--- src/rtl/gatefn_seq_sched.sv ---
// Time-shares one external 3-evaluation gate function unit across the gates of a layer:
// issues enabled gates in ascending order, waits for each completion and banks the results.
`ifndef F_NBITS
`define F_NBITS 8
`endif

module gatefn_seq_sched #(
  parameter int ngates   = 4,
  parameter int idx_bits = (ngates > 1) ? $clog2(ngates) : 1
) (
  input  logic                                    clk,
  input  logic                                    rst,
  input  logic                                    start,
  input  logic                                    mux_sel,
  input  logic [ngates-1:0]                       gate_mask,
  input  logic [ngates-1:0][2:0][`F_NBITS-1:0]    in0,
  input  logic [ngates-1:0][2:0][`F_NBITS-1:0]    in1,
  output logic                                    fn_en,
  output logic                                    fn_mux_sel,
  output logic [2:0][`F_NBITS-1:0]                fn_in0,
  output logic [2:0][`F_NBITS-1:0]                fn_in1,
  input  logic                                    fn_ready_pulse,
  input  logic [2:0][`F_NBITS-1:0]                fn_gatefn,
  output logic [ngates-1:0][2:0][`F_NBITS-1:0]    result,
  output logic [idx_bits-1:0]                     gate_idx,
  output logic                                    busy,
  output logic                                    ready,
  output logic                                    ready_pulse
);

  typedef enum logic [1:0] {
    IDLE  = 2'd0,
    ISSUE = 2'd1,
    WAIT  = 2'd2,
    DONE  = 2'd3
  } state_t;

  state_t                                  state_r;
  state_t                                  next_s;
  logic [idx_bits-1:0]                     gate_idx_r;
  logic [ngates-1:0]                       mask_r;
  logic                                    mux_sel_r;
  logic                                    fn_en_r;
  logic                                    busy_r;
  logic                                    ready_r;
  logic                                    ready_pulse_r;
  logic [ngates-1:0][2:0][`F_NBITS-1:0]    result_r;

  logic                                    accept_s;
  logic                                    capture_s;
  logic [ngates-1:0]                       search_mask_s;
  int                                      search_lo_s;
  logic [idx_bits:0]                       hit_s;

  // Lowest set bit of m at or above lo; MSB of the return value flags a hit. Never wraps.
  function automatic logic [idx_bits:0] find_set(input logic [ngates-1:0] m, input int lo);
    logic [idx_bits:0] r;
    r = '0;
    for (int i = ngates - 1; i >= 0; i--) begin
      if (m[i] && (i >= lo)) begin
        r = {1'b1, idx_bits'(i)};
      end else begin
        r = r;
      end
    end
    return r;
  endfunction

  // Start acceptance, next-gate search and next-state decode.
  always_comb begin
    accept_s      = start && ((state_r == IDLE) || (state_r == DONE));
    capture_s     = (state_r == WAIT) && fn_ready_pulse;
    search_mask_s = gate_mask;
    search_lo_s   = 32'sd0;
    if (state_r == WAIT) begin
      search_mask_s = mask_r;
      search_lo_s   = int'(gate_idx_r) + 32'sd1;
    end else begin
      search_mask_s = gate_mask;
      search_lo_s   = 32'sd0;
    end
    hit_s  = find_set(search_mask_s, search_lo_s);
    next_s = state_r;
    case (state_r)
      IDLE, DONE: begin
        if (accept_s) begin
          if (hit_s[idx_bits]) begin
            next_s = ISSUE;
          end else begin
            next_s = DONE;
          end
        end else begin
          next_s = state_r;
        end
      end
      ISSUE: begin
        // A pulse seen here is left over from the previous op and is deliberately ignored.
        next_s = WAIT;
      end
      WAIT: begin
        if (capture_s) begin
          if (hit_s[idx_bits]) begin
            next_s = ISSUE;
          end else begin
            next_s = DONE;
          end
        end else begin
          next_s = WAIT;
        end
      end
      default: begin
        next_s = IDLE;
      end
    endcase
  end

  // State register, pass configuration and registered status outputs.
  always_ff @(posedge clk or posedge rst) begin
    if (rst) begin
      state_r       <= IDLE;
      gate_idx_r    <= '0;
      mask_r        <= '0;
      mux_sel_r     <= 1'b0;
      fn_en_r       <= 1'b0;
      busy_r        <= 1'b0;
      ready_r       <= 1'b0;
      ready_pulse_r <= 1'b0;
    end else begin
      state_r       <= next_s;
      fn_en_r       <= (next_s == ISSUE);
      busy_r        <= (next_s == ISSUE) || (next_s == WAIT);
      ready_r       <= (next_s == DONE);
      ready_pulse_r <= (next_s == DONE) && ((state_r != DONE) || accept_s);
      if (accept_s) begin
        mux_sel_r <= mux_sel;
        mask_r    <= gate_mask;
      end
      if ((accept_s || capture_s) && hit_s[idx_bits]) begin
        gate_idx_r <= hit_s[idx_bits-1:0];
      end
    end
  end

  // Result bank: disabled gates cleared on an accepted start, enabled gates written on completion.
  always_ff @(posedge clk or posedge rst) begin
    if (rst) begin
      result_r <= '0;
    end else if (accept_s) begin
      for (int g = 0; g < ngates; g++) begin
        if (!gate_mask[g]) begin
          result_r[g] <= '0;
        end
      end
    end else if (capture_s) begin
      result_r[gate_idx_r] <= fn_gatefn;
    end
  end

  assign fn_en       = fn_en_r;
  assign fn_mux_sel  = mux_sel_r;
  assign fn_in0      = in0[gate_idx_r];
  assign fn_in1      = in1[gate_idx_r];
  assign result      = result_r;
  assign gate_idx    = gate_idx_r;
  assign busy        = busy_r;
  assign ready       = ready_r;
  assign ready_pulse = ready_pulse_r;

endmodule

--- config.mk ---
export PLATFORM = sky130hd
export DESIGN_NAME = gatefn_seq_sched
export DESIGN_NICKNAME = d
export VERILOG_FILES = /design/src/rtl/gatefn_seq_sched.sv
export SDC_FILE = /design/constraint.sdc
export NUM_CORES = 1
export LEC_CHECK = 0
export BUFFER_PORTS_ARGS = -buffer_cell sky130_fd_sc_hd__buf_2
export CAP_MARGIN = 20
export CORE_AREA = 2 2 147 149
export CTS_CLUSTER_SIZE = 40
export DETAILED_ROUTE_END_ITERATION = 6
export DIE_AREA = 0 0 149 151
export GPL_TIMING_DRIVEN = 0
export PLACE_DENSITY_LB_ADDON = 0.05
export SLEW_MARGIN = 30
export SYNTH_ARGS = -nofsm -noshare
export SYNTH_HDL_FRONTEND = slang
export SYNTH_SLANG_ARGS = --single-unit
--- constraint.sdc ---
create_clock -name clk -period 3.16 [get_ports clk]
set_input_delay 0.316 -clock clk [delete_from_list [all_inputs] [get_ports clk]]
set_output_delay 0.316 -clock clk [all_outputs]
set_load 0.005 [all_outputs]
-- Yosys cells after proc, flatten, opt, wreduce, memory -nomap -nowiden
Cells that the tools add are included.
- output and inout port bits: 151
- bits in registers: 109
- bits of input ports: 225
- magnitude comparators: 6
- muxes and demuxes: 23
- reductions and logical operators: 20
- equal/unequal tests: 11
- add/subtract/negate cells: 1
- operators with widths (cell ; count):
    96-bit 2-to-1 mux ; 2
    24-bit 2-to-1 mux ; 7
    24-bit binary-select mux with 2-bit select ; 2
    96-bit bitwise mux ; 1
    3-bit by 32-bit greater-or-equal comparator with 1-bit output (first input constant) ; 2
    24-bit demux with 2-bit select ; 1
    1-bit by 32-bit greater-or-equal comparator with 1-bit output (first input constant) ; 1
    2-bit by 32-bit greater-or-equal comparator with 1-bit output (first input constant) ; 1
    3-bit 2-to-1 mux ; 5
    2-bit != test (second input constant) ; 5
    1-bit logical AND ; 9
    2-bit == test (second input constant) ; 4
    2-bit AND reduction ; 4
    2-bit 2-to-1 mux ; 3
    2-bit case mux with 3 select lines ; 1
    2-bit by 1-bit == test with 1-bit output (second input constant) ; 2
    1-bit logical OR ; 4
    4-bit 2-to-1 mux ; 1
    2-bit by 1-bit adder with 3-bit output (second input constant) ; 1
    2-bit by 3-bit less-than comparator with 1-bit output (second input constant) ; 1
    2-bit by 1-bit greater-or-equal comparator with 1-bit output (second input constant) ; 1
    2-bit logical NOT ; 1
    2-bit nonzero test ; 1
    2-bit OR reduction ; 1

-- Depth between registers and ports, before layout
Gate-level depths: netlist (run 1).
- depth in word-level cells: 13
- mapped depth: 10
- gate-level depth less buffers: 8

-- Worst setup path after synthesis (run 1)
Ideal clock, no wire load.
- path type: register -> register
- start point: register gate_idx_r[0], in the netlist gate_idx[0]
- end point: register ready_pulse_r, in the netlist ready_pulse
- arrival: 2.349 ns
- path buffers: 3
- path slack: 0.683 ns
- cell stages (with the launch flop): 11
- data required time: 3.032 ns
- clock period less this slack: 2.477 ns
- library setup time: 0.128 ns
- cell sequence: dfrtp_1 -> clkbuf_1 -> buf_4 -> buf_4 -> inv_1 -> ha_1 -> a221oi_1 -> a211oi_1 -> o21a_1 -> ha_1 -> a21boi_0
- longest elaborated chain between the ends: 13
- elaborated cells between the ends (all ways): 20
- those cells by class: add/sub (1); order compare (4); eq/ne (1); mux (9); reduce/logical (5)
- ends and longest elaborated chain (item ; RTL line ; source):
    start, declared ; 40 ; logic [idx_bits-1:0] gate_idx_r;
    start signal, assigned ; 139 ; gate_idx_r <= hit_s[idx_bits-1:0];
    2-bit by 1-bit adder with 3-bit output (*) ; 77 ; search_lo_s = int'(gate_idx_r) + 32'sd1;
    3-bit 2-to-1 mux (*) ; 75 ; if (state_r == WAIT) begin
    3-bit by 32-bit greater-or-equal comparator with 1-bit output ; 60 ; if (m[i] && (i >= lo)) begin
    1-bit logical AND ; 60 ;
    3-bit 2-to-1 mux (3 in a row) ; 60 ;
    3-bit 2-to-1 mux (*) ; 60 ;
    2-bit 2-to-1 mux (*) ; 87, 102 ;
    2-bit 2-to-1 mux (on tied branches) ; 101, 86 ;
    2-bit case mux with 3 select lines (*) ; 84 ; case (state_r)
    net next_s[1] ; 39 ; state_t next_s;
    2-bit == test (*) ; 133 ; ready_pulse_r <= (next_s == DONE) && ((state_r != DONE) || accept_s);
    1-bit logical AND (*) ; 133 ;
    end signal, assigned ; 133 ;
    end, declared ; 46 ; logic ready_pulse_r;
The timed path passes the listed nets; every way through them passes the cells marked *.
A chain may end at the register's enable or synchronous reset.

-- Worst setup path after layout (run 1)
Ends and elaborated chain as after synthesis.

==> qor.yml, run 1 <==
path_cells: "buf_4 -> buf_4 -> inv_1 -> ha_1 -> a221oi_1 -> a211oi_1 -> o21a_1 -> ha_1 -> a21boi_0"
htree_levels: 3
grt.overflow.total: 0
maxSlewViolCount: 0
worst-path-max-fanout: 10
hp-class: "primary input to flip-flop"
timing.rr.end: "ready_pulse"
drive_gt1_frac: 0.5109
hold_path_end: "fn_mux_sel"
reg2reg_slack_ns: 0.33
grt_antenna_before_repair: 3
die_y_um: 151
port_buffers: 375
mostFrequentLayoutCells: "buf_2 (388), nand2_1 (192), dfrtp_1 (109), nand3_1 (102), mux4_2 (48)"
syn_inst: 565
max_slew_margin: 0.5481
dp_cells: 1220
ir_drop_uv: 354.1
whs_path_depth: 2
ys_seq_elements: 109
core_area_sq_mm: 0.02082
period_minus_slack_ns: 2.833
first_iter_violations: 287
clk_pin_slew_ns: 0.07
num-fill-cells: 2136
end_kind: "flip-flop"
required_ns: 3.40
crit_arrival_ns: 3.07
synthFlopType: "dfrtp_1"
finalCritPeriodShare: 0.8965
synth_warnings: 0
post-place-ws_ns: 0.09359
ys_seq_area_frac: 0.4556
outcome: "complete, no violations"
routedWlPerCell_um: 20.33
numCtsBuffers: 9
total_leakage_power_uw: 0.004864
place_congestion: 0.8587
reg2regPathDepth: 9
cts_setup_buffers: 0
drt-total-wl_um: 25190
nets: 1191
cts_sinks: 109
viasPerCell: 4.667
std_cell_rows: 53
regArea_sq_mm: 0.002728
synth_top_area_frac: 0.4556
fin_skew_ns: 0.009026
worstMarginPinSlew_ns: 0.6779
p_per_area_mw_per_mm2: 891.6
root_buffer: "clkbuf_16"
syn_area_per_cell_sq_um: 10.60
synth_top_cell_by_area: "dfrtp_1"
synth.distinct_cells: 35
worstHoldStart: "mux_sel"
instances_no_fill: 1239
route.antenna.remaining_nets: 0
dp_hpwl_um: 21020
pin_count: 376
fin_ws_ns: 0.3271
synth_area_leaders: "dfrtp_1 (46%), mux4_2 (18%), nand2_1 (12%)"
num_vias: 5782
setup_viol: 0
fin_setup_tns_ns: 0
clockBufferDepth: 2
netlist_area_sq_mm: 0.005987
hold_viol_final: 0
synth-edff-count: 0
syn_nets: 800
critPathKind: "flip-flop to flip-flop"
grt_pass1_vias: 5921
synthArstFlopShare: 1.000
multi_input_area_sq_mm: 0.002909
layout_commonest_cell: "buf_2"
grt_pass1_wl_um: 36840
rsz0062_at_grt: "false"
die_w_um: 149
maxCapViolations: 0
area_delta_synth_final_pct: 44.87
drc: 0
cts_tree: "built"
clk_latency_ns: 0.36
dr.pass1.iters: 5
slowest_stage: "dfrtp_1"
grt.total_usage: 0.2235
grt_max_degree: 26
startpoint_type: "flip-flop"
crit_path_max_incr_delay_ns: 0.55
reg2reg_from: "gate_idx[0]"
die-area_sq_mm: 0.02250
max_freq_ghz: 0.3530
initial_utilization: 0.2875
## sequential cells by signal, summed over array words and instances, names as in the netlist
signal / cells
result: 96
ready_pulse: 1
mask_r: 4
gate_idx: 2
fn_en: 1
busy: 1
state_r: 2
fn_mux_sel: 1
ready: 1
## report_power, final
part	switching, uW	internal, uW
combinational	2250	1970
clock	551	724
sequential	302	1940
total	3100	4630
## critical path, delay by kind of cell, from the launching register on
family,cells,cell delay [ns]
compound gates,4,0.90
buf+inv,3,0.69
flops,1,0.55
fa+ha+maj,2,0.55
## kinds of logic (layout without fill, tap and decap cells)
logic type / count (synthesis) / after routing / synth area share
AND/OR/NAND/NOR: 311 / 311 / 0.2224
flip-flops: 109 / 109 / 0.4556
multiplexers: 62 / 62 / 0.2167
buffers and inverters: 50 / 446 / 0.05851
AO/OA/AOI/OAI: 23 / 23 / 0.02591
adder cells (fa/ha/maj): 10 / 10 / 0.02090
other: 0 / 3 / 0
## metal layers
metal | track usage | up-vias | share of wire
met5 | 0 | - | 0
li1 | - | 2762 | -
met3 | 0.05753 | 20 | 0.074
met4 | 0.07190 | 0 | 0.017
met2 | 0.3776 | 218 | 0.50
met1 | 0.2809 | 2782 | 0.41
## how the worst max path moves through the flow
stage,cells past startpoint,endpoint,startpoint,slack [ns]
final,9,ready_pulse,gate_idx[0],0.33
after global routing,9,ready_pulse,gate_idx[0],0.02
after CTS,10,ready_pulse,gate_idx[0],0.08
after detailed placement,10,ready_pulse,gate_idx[0],0.09
after global placement,10,ready_pulse,gate_idx[0],0.12
after floorplan,10,ready_pulse,gate_idx[0],0.68
## final cells by class
type / count / share of cell area
Clock inverter: 6 / 0.01068
Tap cell: 275 / 0.03967
Multi-Input combinational cell: 406 / 0.3354
Sequential cell: 109 / 0.3145
Inverter: 6 / 0.003029
Clock buffer: 10 / 0.02755
Timing Repair Buffer: 381 / 0.2308
Buffer: 43 / 0.03751
Antenna cell: 3 / 0.0008656
## cell usage after synthesis (2+ instances only)
library cell  count
buf_2            13
buf_6            18
o21a_1            3
a22oi_1           3
mux4_2           48
nor3_1            2
nor2_1            3
nand2b_1          3
mux2i_4           4
a21oi_1           5
o21ai_1           3
clkbuf_2          3
nand3b_1          3
and2_0            2
nand3_1         102
and2_1            2
mux2_1            5
dfrtp_1         109
nand2_1         192
inv_1             6
a211oi_1          2
mux2_4            4
ha_1             10
buf_4             2
clkbuf_1          8
## through the flow
stage | utilization | power [uW] | cell area, sq um | hold slack (ns)
final | 0.4165 | 7733 | 8673 | 0.1672
after detailed placement | 0.3999 | 6565 | 8327 | 0.2913
after floorplan | - | 4732 | 5991 | 0.4477
after CTS | 0.4163 | 7866 | 8668 | 0.1567
after global routing | 0.4164 | 8349 | 8671 | 0.1646
after global placement | 0.3944 | 6549 | 8212 | 0.4454
## repair_timing
action / CTS / global route
endpoints found under the setup margin: 0 / 1
resized for setup: 0 / 2
hold buffers: 1 / 0
hold endpoints to repair: 9 / 0
No activity file was read; power rests on OpenSTA's default activity.
==> run 2, diff against run 1 <==
- ABC_AREA: unset -> 1
==> qor.yml, run 2 <==
p_total_uw: 8490  # +9.8%
finalCritPeriodShare: 0.8556  # -0.04084
path_cells: "buf_4 -> inv_2 -> clkbuf_1 -> ha_1 -> nand2_1 -> nand2_1 -> nor2_1 -> nand2_1 -> nand2_1 -> nor2_1 -> nor2_1 -> inv_1 -> ha_1 -> a21boi_0"
fin_setup_tns_ns: 0  # unchanged
route.antenna.remaining_nets: 0  # unchanged
timing.hold.ws_ns: 0.1614  # -0.005758 ns
slowest_stage: "clkbuf_1"
grt_pass1_vias: 6922  # +17%
cts_sinks: 109  # unchanged
ys_seq_area_frac: 0.4466  # -0.008961
maxSlewViolCount: 0  # unchanged
clockBufferDepth: 2  # unchanged
rsz0062_at_grt: "false"
fin_skew_ns: 0.007735  # -0.001291 ns
nets: 1430  # +20%
required_ns: 3.40  # about the same
drive_gt1_frac: 0.3750  # -0.1359
p_per_area_mw_per_mm2: 971.1  # +8.9%
dp_hpwl_um: 22980  # +9.3%
root_buffer: "clkbuf_16"
area_delta_synth_final_pct: 43.15
crit_arrival_ns: 2.94  # -0.13 ns
synthTopCellsByCount: "o21ai_0 (117), dfrtp_1 (109), nor2_1 (107)"
synth-edff-count: 0  # unchanged
die-area_sq_mm: 0.02250  # unchanged
clk_latency_ns: 0.35  # about the same
initial_utilization: 0.2933  # +0.005769
crit_buf_inv: 4  # +1
drc: 0  # unchanged
num_vias: 7050  # +22%
dr.pass1.iters: 5  # unchanged
synth.distinct_cells: 28  # -20%
grt_use_met3: 0.06295  # +0.005422
final_util: 0.4198  # +0.003305
end_kind: "flip-flop"
startpoint_type: "flip-flop"
synthFlopType: "dfrtp_1"
synth_top_area_frac: 0.4466  # -0.008961
maxCapViolations: 0  # unchanged
die_y_um: 151  # unchanged
grt.overflow.total: 0  # unchanged
std_cell_rows: 53  # unchanged
grt_pass1_wl_um: 41860  # +14%
max_slew_margin: 0.5890  # +0.04087
syn_inst: 804  # +42%
worst-path-max-fanout: 11  # +1
hold_viol_final: 0  # unchanged
max_freq_ghz: 0.3698  # +4.8%
drt-total-wl_um: 28130  # +12%
critPathKind: "flip-flop to flip-flop"
crit_path_max_incr_delay_ns: 0.46  # -0.09 ns
first_iter_violations: 313  # +9.1%
htree_levels: 3  # unchanged
setup_viol: 0  # unchanged
numCtsBuffers: 9  # unchanged
hp-class: "primary input to flip-flop"
grt_antenna_before_repair: 4  # +1
place_congestion: 0.9389  # +9.3%
num-fill-cells: 2295  # +7.4%
pin_count: 376  # unchanged
worstMarginPinSlew_ns: 0.6166  # -0.06130 ns
busiest_layer: "met2"
outcome: "complete, no violations"
grt.total_usage: 0.2480  # +0.02450
synth_top_cell_by_area: "dfrtp_1"
clk_pin_slew_ns: 0.08  # about the same
synthArstFlopShare: 1.000  # unchanged
total_leakage_power_uw: 0.004575  # -5.9%
ir_drop_uv: 286.4  # -19%
period_minus_slack_ns: 2.704  # -0.1291 ns
synth_area_leaders: "dfrtp_1 (45%), o21ai_0 (9.6%), nor2_1 (6.6%)"
layout_commonest_cell: "buf_2"
post-place-ws_ns: 0.4322  # +0.3386 ns
routedWlPerCell_um: 19.03  # -6.4%
mostFrequentLayoutCells: "buf_2 (390), o21ai_0 (117), dfrtp_1 (109), nor2_1 (107), inv_1 (95)"
ys_seq_elements: 109  # unchanged
core_area_sq_mm: 0.02082  # unchanged
cts_tree: "built"
cp_top_family: "buffers and inverters"
gr-usage-met2: 0.4194  # +0.04171
netlist_area_sq_mm: 0.006107  # +2.0%
yosysMostFrequentCell: "o21ai_0"
path_common_cell: "nand2_1"
synth_warnings: 0  # unchanged
syn_nets: 1039  # +30%
fin_ws_ns: 0.4562  # +0.1291 ns
grtUsageMet1: 0.3188  # +0.03788
largest_reg_flops: 96  # unchanged
viasPerCell: 4.770  # +2.2%
port_buffers: 375  # unchanged
die_w_um: 149  # unchanged
grt_max_degree: 29  # +12%
syn_area_per_cell_sq_um: 7.596  # -28%
## run 2: changes by cell type after synthesis, moves of 5 or more
| cell | before | now |
|---|---|---|
| o21ai_1 | 3 | 75 |
| buf_4 | 2 | 10 |
| inv_1 | 6 | 96 |
| o22ai_1 | 0 | 48 |
| nor2_1 | 3 | 107 |
| o21ai_0 | 1 | 117 |
| nand2_1 | 192 | 79 |
| nand3_1 | 102 | 77 |
| mux2_1 | 5 | 0 |
| mux4_2 | 48 | 0 |
| buf_6 | 18 | 8 |
| clkbuf_1 | 8 | 24 |
## run 2: tightest hold or removal path: stages
cell	delay (ns)
buf_2	0.08
nand2_1	0.04
nand2_1	0.04
## run 2: cells by family (layout without fill, tap and decap cells)
kind of cell             count (synthesis)  in the layout  synth area share
AO/OA/AOI/OAI                          253            253            0.2272
adder cells (fa/ha/maj)                 10             10           0.02049
buffers and inverters                  160            556            0.1180
flip-flops                             109            109            0.4466
other                                    0              3                 0
AND/OR/NAND/NOR                        272            272            0.1877
## run 2: final timing paths
check / depth (start not counted) / endpoint / slack [ns] / startpoint
setup / recovery: 14 / ready_pulse / 0.46 / gate_idx[0]
hold / removal: 3 / fn_mux_sel / 0.16 / mux_sel
setup reg to reg: 14 / ready_pulse / 0.46 / gate_idx[0]
hold reg to reg: 2 / result[31] / 0.49 / result[31]
max in group asynchronous: 5 / result[55] / 1.97 / rst
min in group asynchronous: 3 / result[9] / 0.52 / rst
## run 2: report_power, final
group          internal, uW  switching, uW
sequential             2010            341
clock                   627            557
combinational          1890           3060
## run 2: cell type report
cell class	instances	area, sq um	share of cell area
Inverter	101	385.4	0.04408
Clock buffer	9	225.2	0.02576
Antenna cell	3	7.507	0.0008587
Clock inverter	7	80.08	0.009160
Buffer	59	339.1	0.03879
Timing Repair Buffer	380	1974	0.2258
Multi-Input combinational cell	535	2659	0.3041
Sequential cell	109	2728	0.3120
Tap cell	275	344.1	0.03936
## run 2: per-layer routing
metal | part of all wire | vias to the layer above
li1 | - | 3455
met3 | 0.073 | 27
met4 | 0.015 | 4
met1 | 0.42 | 3311
met2 | 0.49 | 253
met5 | 0.00078 | -
## run 2: stage by stage
stage | instances | instance area [sq um]
2_1_floorplan | 804 | 6111
3_3_place_gp | 1454 | 8332
3_5_place_dp | 1458 | 8419
4_1_cts | 1475 | 8735
5_1_grt | 1477 | 8740
6_report | 1478 | 8742
## run 2: repair_timing
item,CTS,global route
setup buffers,0,0
hold endpoints to repair,13,0
resized for setup,0,0
hold buffers,1,0
